**src/rtl/pipeline_drain_buffer.sv**
```systemverilog
// pipeline_drain_buffer: credit-managed first-word-fall-through FIFO sitting behind a fixed-latency,
// non-stallable pipeline. Define PIPELINE_DRAIN_BUFFER_STATUS_EN to add the LEVEL/HWM status outputs.
module pipeline_drain_buffer #(
    parameter int WIDTH   = 32,
    parameter int LATENCY = 2,
    parameter int DEPTH   = 8
) (
    input  logic             CLK,
    input  logic             RST_N,
    input  logic             ISSUE,
    output logic             ISSUE_OK,
    input  logic [WIDTH-1:0] D,
    input  logic             D_VALID,
    output logic [WIDTH-1:0] O,
    output logic             O_VALID,
    input  logic             O_READY,
    output logic             ERR
`ifdef PIPELINE_DRAIN_BUFFER_STATUS_EN
    ,
    output logic [$clog2(DEPTH+1)-1:0] LEVEL,
    output logic [$clog2(DEPTH+1)-1:0] HWM
`endif
);

    localparam int            CW      = $clog2(DEPTH + 1);
    localparam int            PW      = $clog2(DEPTH);
    localparam logic [CW-1:0] DEPTH_C = CW'(DEPTH);
    localparam logic [CW:0]   DEPTH_X = (CW + 1)'(DEPTH);

    // Every in-flight word needs a slot, and pointer wrap relies on a power-of-two depth.
    if (DEPTH < LATENCY + 2 || (DEPTH & (DEPTH - 1)) != 0) begin : g_bad_depth
        $error("pipeline_drain_buffer: DEPTH must be a power of 2 and >= LATENCY+2");
    end

    logic [WIDTH-1:0] mem_q [DEPTH];

    logic [CW-1:0] count_q, count_d;
    logic [CW-1:0] inflight_q, inflight_d;
    logic [PW-1:0] rd_ptr_q, rd_ptr_d;
    logic [PW-1:0] wr_ptr_q, wr_ptr_d;
    logic          err_q, err_d;

    logic [CW:0] credit_sum;
    logic        issue_acc;
    logic        issue_viol;
    logic        unsolicited;
    logic        pop;
    logic        push;
    logic        drop;

    // Output handshake: a word transfers on any cycle with O_VALID & O_READY; O_VALID depends only on
    // registered state, and O_READY while O_VALID is low has no effect.
    assign credit_sum  = {1'b0, count_q} + {1'b0, inflight_q};
    assign ISSUE_OK    = credit_sum < DEPTH_X;
    assign issue_acc   = ISSUE & ISSUE_OK;
    assign issue_viol  = ISSUE & ~ISSUE_OK;
    assign unsolicited = D_VALID & (inflight_q == '0);

    assign O_VALID = (count_q != '0);
    assign O       = mem_q[rd_ptr_q];
    assign ERR     = err_q;

    // A full FIFO can still take a word when the head leaves on the same cycle.
    assign pop  = O_VALID & O_READY;
    assign push = D_VALID & ((count_q < DEPTH_C) | pop);
    assign drop = D_VALID & ~push;

    always_comb begin
        inflight_d = inflight_q;
        if (issue_acc && !D_VALID) begin
            inflight_d = inflight_q + CW'(1);
        end else if (!issue_acc && D_VALID && inflight_q != '0) begin
            inflight_d = inflight_q - CW'(1);
        end
    end

    always_comb begin
        count_d = count_q;
        if (push && !pop) begin
            count_d = count_q + CW'(1);
        end else if (pop && !push) begin
            count_d = count_q - CW'(1);
        end
    end

    always_comb begin
        rd_ptr_d = rd_ptr_q;
        wr_ptr_d = wr_ptr_q;
        if (pop) begin
            rd_ptr_d = rd_ptr_q + PW'(1);
        end
        if (push) begin
            wr_ptr_d = wr_ptr_q + PW'(1);
        end
    end

    assign err_d = err_q | issue_viol | unsolicited | drop;

    always_ff @(posedge CLK or negedge RST_N) begin
        if (!RST_N) begin
            count_q    <= '0;
            inflight_q <= '0;
            rd_ptr_q   <= '0;
            wr_ptr_q   <= '0;
            err_q      <= 1'b0;
        end else begin
            count_q    <= count_d;
            inflight_q <= inflight_d;
            rd_ptr_q   <= rd_ptr_d;
            wr_ptr_q   <= wr_ptr_d;
            err_q      <= err_d;
        end
    end

    // Storage carries no reset; O is only meaningful while O_VALID is high.
    always_ff @(posedge CLK) begin
        if (push) begin
            mem_q[wr_ptr_q] <= D;
        end
    end

`ifdef PIPELINE_DRAIN_BUFFER_STATUS_EN
    logic [CW-1:0] hwm_q, hwm_d;

    assign hwm_d = (count_d > hwm_q) ? count_d : hwm_q;

    always_ff @(posedge CLK or negedge RST_N) begin
        if (!RST_N) begin
            hwm_q <= '0;
        end else begin
            hwm_q <= hwm_d;
        end
    end

    assign LEVEL = count_q;
    assign HWM   = hwm_q;
`endif

endmodule

```
**config.mk**
```make
export PLATFORM = sky130hd
export DESIGN_NAME = pipeline_drain_buffer
export DESIGN_NICKNAME = d
export VERILOG_FILES = /design/src/rtl/pipeline_drain_buffer.sv
export SDC_FILE = /design/constraint.sdc
export NUM_CORES = 1
export LEC_CHECK = 0
export ABC_CLOCK_PERIOD_IN_PS = 8910
export CORE_ASPECT_RATIO = 0.75
export CORE_MARGIN = 5
export CORE_UTILIZATION = 50
export CTS_CLUSTER_SIZE = 10
export DETAILED_ROUTE_END_ITERATION = 16
export GPL_TIMING_DRIVEN = 0
export HOLD_SLACK_MARGIN = 0.1
export PLACE_DENSITY = 0.7
export SYNTH_ARGS = -nofsm -noshare
export SYNTH_HDL_FRONTEND = slang
export SYNTH_SLANG_ARGS = --single-unit
```
**constraint.sdc**
```tcl
create_clock -name CLK -period 8.91 [get_ports CLK]
set_input_delay 1.3365 -clock CLK [delete_from_list [all_inputs] [get_ports CLK]]
set_output_delay 1.3365 -clock CLK [all_outputs]
set_load 0.02 [all_outputs]
```
# Word level (Yosys, flattened, before mapping)
# Memory sizes are Yosys's and may differ from the RTL's.
# Index checks and enable logic that the tools add are counted.
# op_classes
n_addsub	7
n_lt_le_gt_ge	2
muxes	6
n_bitwise	12
reduce_logical	14
# op_table
cell	count
$mux 4	4
$add 4x1->4 const B	2
$reduce_bool 4->1	2
$sub 4x1->4 const B	2
$add 3x1->3 const B	2
$and 1x1->1	6
$add 4x4->5	1
$logic_and 1x1->1	5
$lt 5x4->1 const B	1
$logic_not 1->1	4
$logic_not 4->1	1
$lt 4x4->1 const B	1
$or 1x1->1	4
$reduce_bool 2->1	2
$mux 1	2
$not 1->1	2
# word_totals
regBits	15
mem_bits_rw	256
input_bits	37
out_inout_bits	35
word_cells	47
memories	1
# memory_table
memory	words	word_bits	read_ports	rd_clocked_by_memory_dff	wr	line	rtl
mem_q	8	32	1	0	1	35	logic [WIDTH-1:0] mem_q [DEPTH];

# Depth between registers and ports, before layout
# logic_depth
ltp_word	8
mapped_depth	10
mapped_depth_nobuf	9

# Least setup slack after synthesis
# Ideal clock, no wire load.
# synth_timing
path_kind	input to register
start	in O_READY
end	mem mem_q[0][0], enable pin
arrival_ns	4.098
path_slack_ns	4.351
path_stages	5
n_path_buf	1
path_cell_list	nand2b_1 > and2_1 > clkbuf_1 > nand2b_1 > nor3_1
# synth_via
elab_chain_len	5
# synth_lines
item	line	rtl
start, declared	16	input logic O_READY,
$and 1x1->1	64	assign pop = O_VALID & O_READY;
$or 1x1->1	65	assign push = D_VALID & ((count_q < DEPTH_C) | pop);
$and 1x1->1	65	
named net push	48	logic push;
$mux 1	117	if (push) begin
$mux 1 (implied by the code)	118	mem_q[wr_ptr_q] <= D;
end, declared	35	
# The timed path passes the listed nets, and every way through them passes these cells.

# Worst setup path after layout
# layout_timing
start	reg rd_ptr_q[1]
end	out O[31]
# layout_via
elab_chain_len	1
# layout_lines
item	line	rtl
start, declared	39	logic [PW-1:0] rd_ptr_q, rd_ptr_d;
start signal, assigned	109	rd_ptr_q <= rd_ptr_d;
$mem_v2 8x32	-	
end, declared	14	output logic [WIDTH-1:0] O,
# No other way between the ends.

==> results.yml <==
final_layout:
  seqCellArea_um2: 8060
  instances_no_fill: 888
  drive_gt1_share_pct: 23.0
  fillers: 1491
  area_growth_pct: 21.1
  fin_nets: 624
  multi_input_area_um2: 2510
  n_antenna_cell: 0
  fin_util_pct: 61.4
global_route:
  grt_remaining_overflow: 0
  gr-usage-all-layers_pct: 17.0
  grt_max_degree: 22
  grt_pass1_wl_um: 30900
  antenna_found_initial: 0
  grt_pass1_vias: 5309
run_status:
  outcome: "completed"
critical_path:
  path_max_fanout: 10
  endpoint_kind: "output pin"
  path_buf_inv: 3
  path_cells: "clkbuf_1 > buf_2 > mux4_2 > mux2_2 > clkdlybuf4s50_1"
  rrSetupSlack_ps: 6270
  critPathArrivalTime_ps: 2930
  crit_required_ps: 7570
  cp_top_family: "buffers and inverters"
  critPathKind: "register to output pin"
  cp-start-kind: "register"
  slowest_stage: "clkdlybuf4s50_1"
  cp_slowest_stage_delay_ps: 570
timing:
  finalCritPeriodShare_pct: 47.9
  fmax_ghz: 0.234
  finClkSkew_ps: 34.9
  worst_slew_pin_slew_ps: 782
  timing.final.ws_setup_ps: 4640
  post-route-min-period_ps: 4270
  final.setup.tns_ps: 0
  rsz0062_at_grt: "no"
  slew_violations: 0
  slew_headroom_pct: 47.9
  report.final.setup_viol: 0
  hold_viol_final: 0
place:
  dp_cells: 830
  place.gp.congestion: 0.764
  place_hpwl_um: 12400
  place_worst_setup_slack_ps: 5040
  io_buffer_count: 71
power:
  ir_worst_vdd_v: 0.000215
  powerDensity_nw_per_um2: 334
  power_leakage_nw: 4.28
  power.total_mw: 4.32
clock_network:
  cts_buffers: 31
  path_clk_slew_ps: 60
  cts_resized: 0
  cts_hold_buf: 0
  clock_path_buffers: 3
  cts_root_buffer: "clkbuf_16"
  cts_setup_buffers: 0
  clock_sinks: 271
  clk_latency_ps: 560
  cts.htree.levels: 1
  cts_tree: "built"
drt:
  drc: 0
  routed_wl_um: 19800
  wire_per_inst_um: 22.3
  ant_nets: 0
  firstDrtPassIters: 5
  drt_iter0_markers: 330
  routed_via_density: 5.54
  vias: 4917
synthesis:
  synthFlopType: "edfxtp_1"
  syn_inst: 457
  async_flop_share_pct: 5.54
  ys_top_cells_by_count: "edfxtp_1, mux4_2, mux2_2"
  netlist_area_um2: 10700
  synth-seq-cells: 271
  yosys_warnings: 0
  yosysTopAreaCell: "edfxtp_1"
  avgSynthCellArea_um2: 23.4
  synth_area_leaders: "edfxtp_1, mux4_2, mux4_1"
  syn-num-nets: 506
  synth_most_common_cell: "edfxtp_1"
  ys_types: 33
  seq_area_frac_synth_pct: 75.4
  synth_top_area_share_pct: 71.9
  synth-edff-count: 256
floorplanning:
  die_h_um: 137
  die_w_um: 179
  core_um2: 21100
  die_area_um2: 24400
  initial_utilization_pct: 50.7
  rows: 46
  io_pins: 72
min_path:
  hold_class: "register to register"
flow_run:
  drv_cap: 0
## cells in the final DEF, fill, tap and decap left out, types with 3 or more instances in the layout
cell | Yosys | final
nor2_4 | 0 | 6
xor2_1 | 3 | 3
clkbuf_16 | 0 | 31
dfrtp_1 | 15 | 15
xnor2_1 | 7 | 7
mux2i_1 | 3 | 3
ha_1 | 10 | 10
edfxtp_1 | 256 | 256
buf_16 | 0 | 4
buf_2 | 6 | 6
mux4_2 | 36 | 36
buf_6 | 2 | 10
clkbuf_1 | 6 | 31
mux2_2 | 35 | 35
a21oi_1 | 4 | 4
clkdlybuf4s50_1 | 0 | 71
nand2_1 | 5 | 5
nand2b_1 | 4 | 4
mux4_1 | 28 | 28
buf_12 | 4 | 6
inv_1 | 3 | 3
## worst reg2reg max path, delay by kind of cell (launching register included)
family | cells | cell delay (ps)
fa+ha+maj | 2 | 490
simple gates | 2 | 780
xor+xnor | 1 | 130
buf+inv | 1 | 110
compound gates | 2 | 360
mux | 1 | 250
flops | 1 | 440
## path summary, 6_finish.rpt
kind	start	to	depth (start not counted)
max in group asynchronous	RST_N	inflight_q[2]	1
min in group asynchronous	RST_N	count_q[3]	1
worst max register to register	count_q[1]	count_q[3]	9
worst min-delay path	ERR	ERR	2
worst min register to register	ERR	ERR	2
worst max-delay path	rd_ptr_q[1]	O[31]	5
## per-stage QoR
stage          cell area [um^2]  hold WS, ps
5_1_grt                   12900          553
3_3_place_gp              11800          473
3_5_place_dp              12100          492
2_1_floorplan             10700          480
6_report                  12900          501
4_1_cts                   12900          509
## routing by layer
| metal | routed length (um) | track usage [%] |
|---|---|---|
| met2 | 9990 | 28.7 |
| met5 | 0 | 0 |
| met3 | 1120 | 3.15 |
| met1 | 8380 | 23.4 |
| met4 | 314 | 3.62 |
## kinds of logic after synthesis
group,Yosys count,share of synthesized area (%)
DFF,271,75.4
buffers and inverters,22,1.59
muxes,104,18.7
AOI/OAI and AO/OA,12,0.738
and+or+nand+nor,26,1.21
adders and majority gates,12,1.55
xor gates and xnor gates,10,0.820
## power breakdown
part | switching [mW] | internal, mW
clock network | 0.455 | 0.651
registers | 0.0725 | 1.58
logic | 0.759 | 0.795
total | 1.29 | 3.03
## flip-flops by register name, summed over array words and instances, names as in the netlist
register    flops
inflight_q      4
ERR             1
wr_ptr_q        3
rd_ptr_q        3
count_q         4
mem_q         256
## area by class of cell
cell class	count	area share [%]
Sequential cell	271	62.3
Clock inverter	2	0.135
Tap cell	288	2.78
Timing Repair Buffer	85	7.35
Clock buffer	56	6.72
Multi-Input combinational cell	164	19.4
Buffer	19	1.23
Inverter	3	0.0870
(Power assumes the default switching activity.)
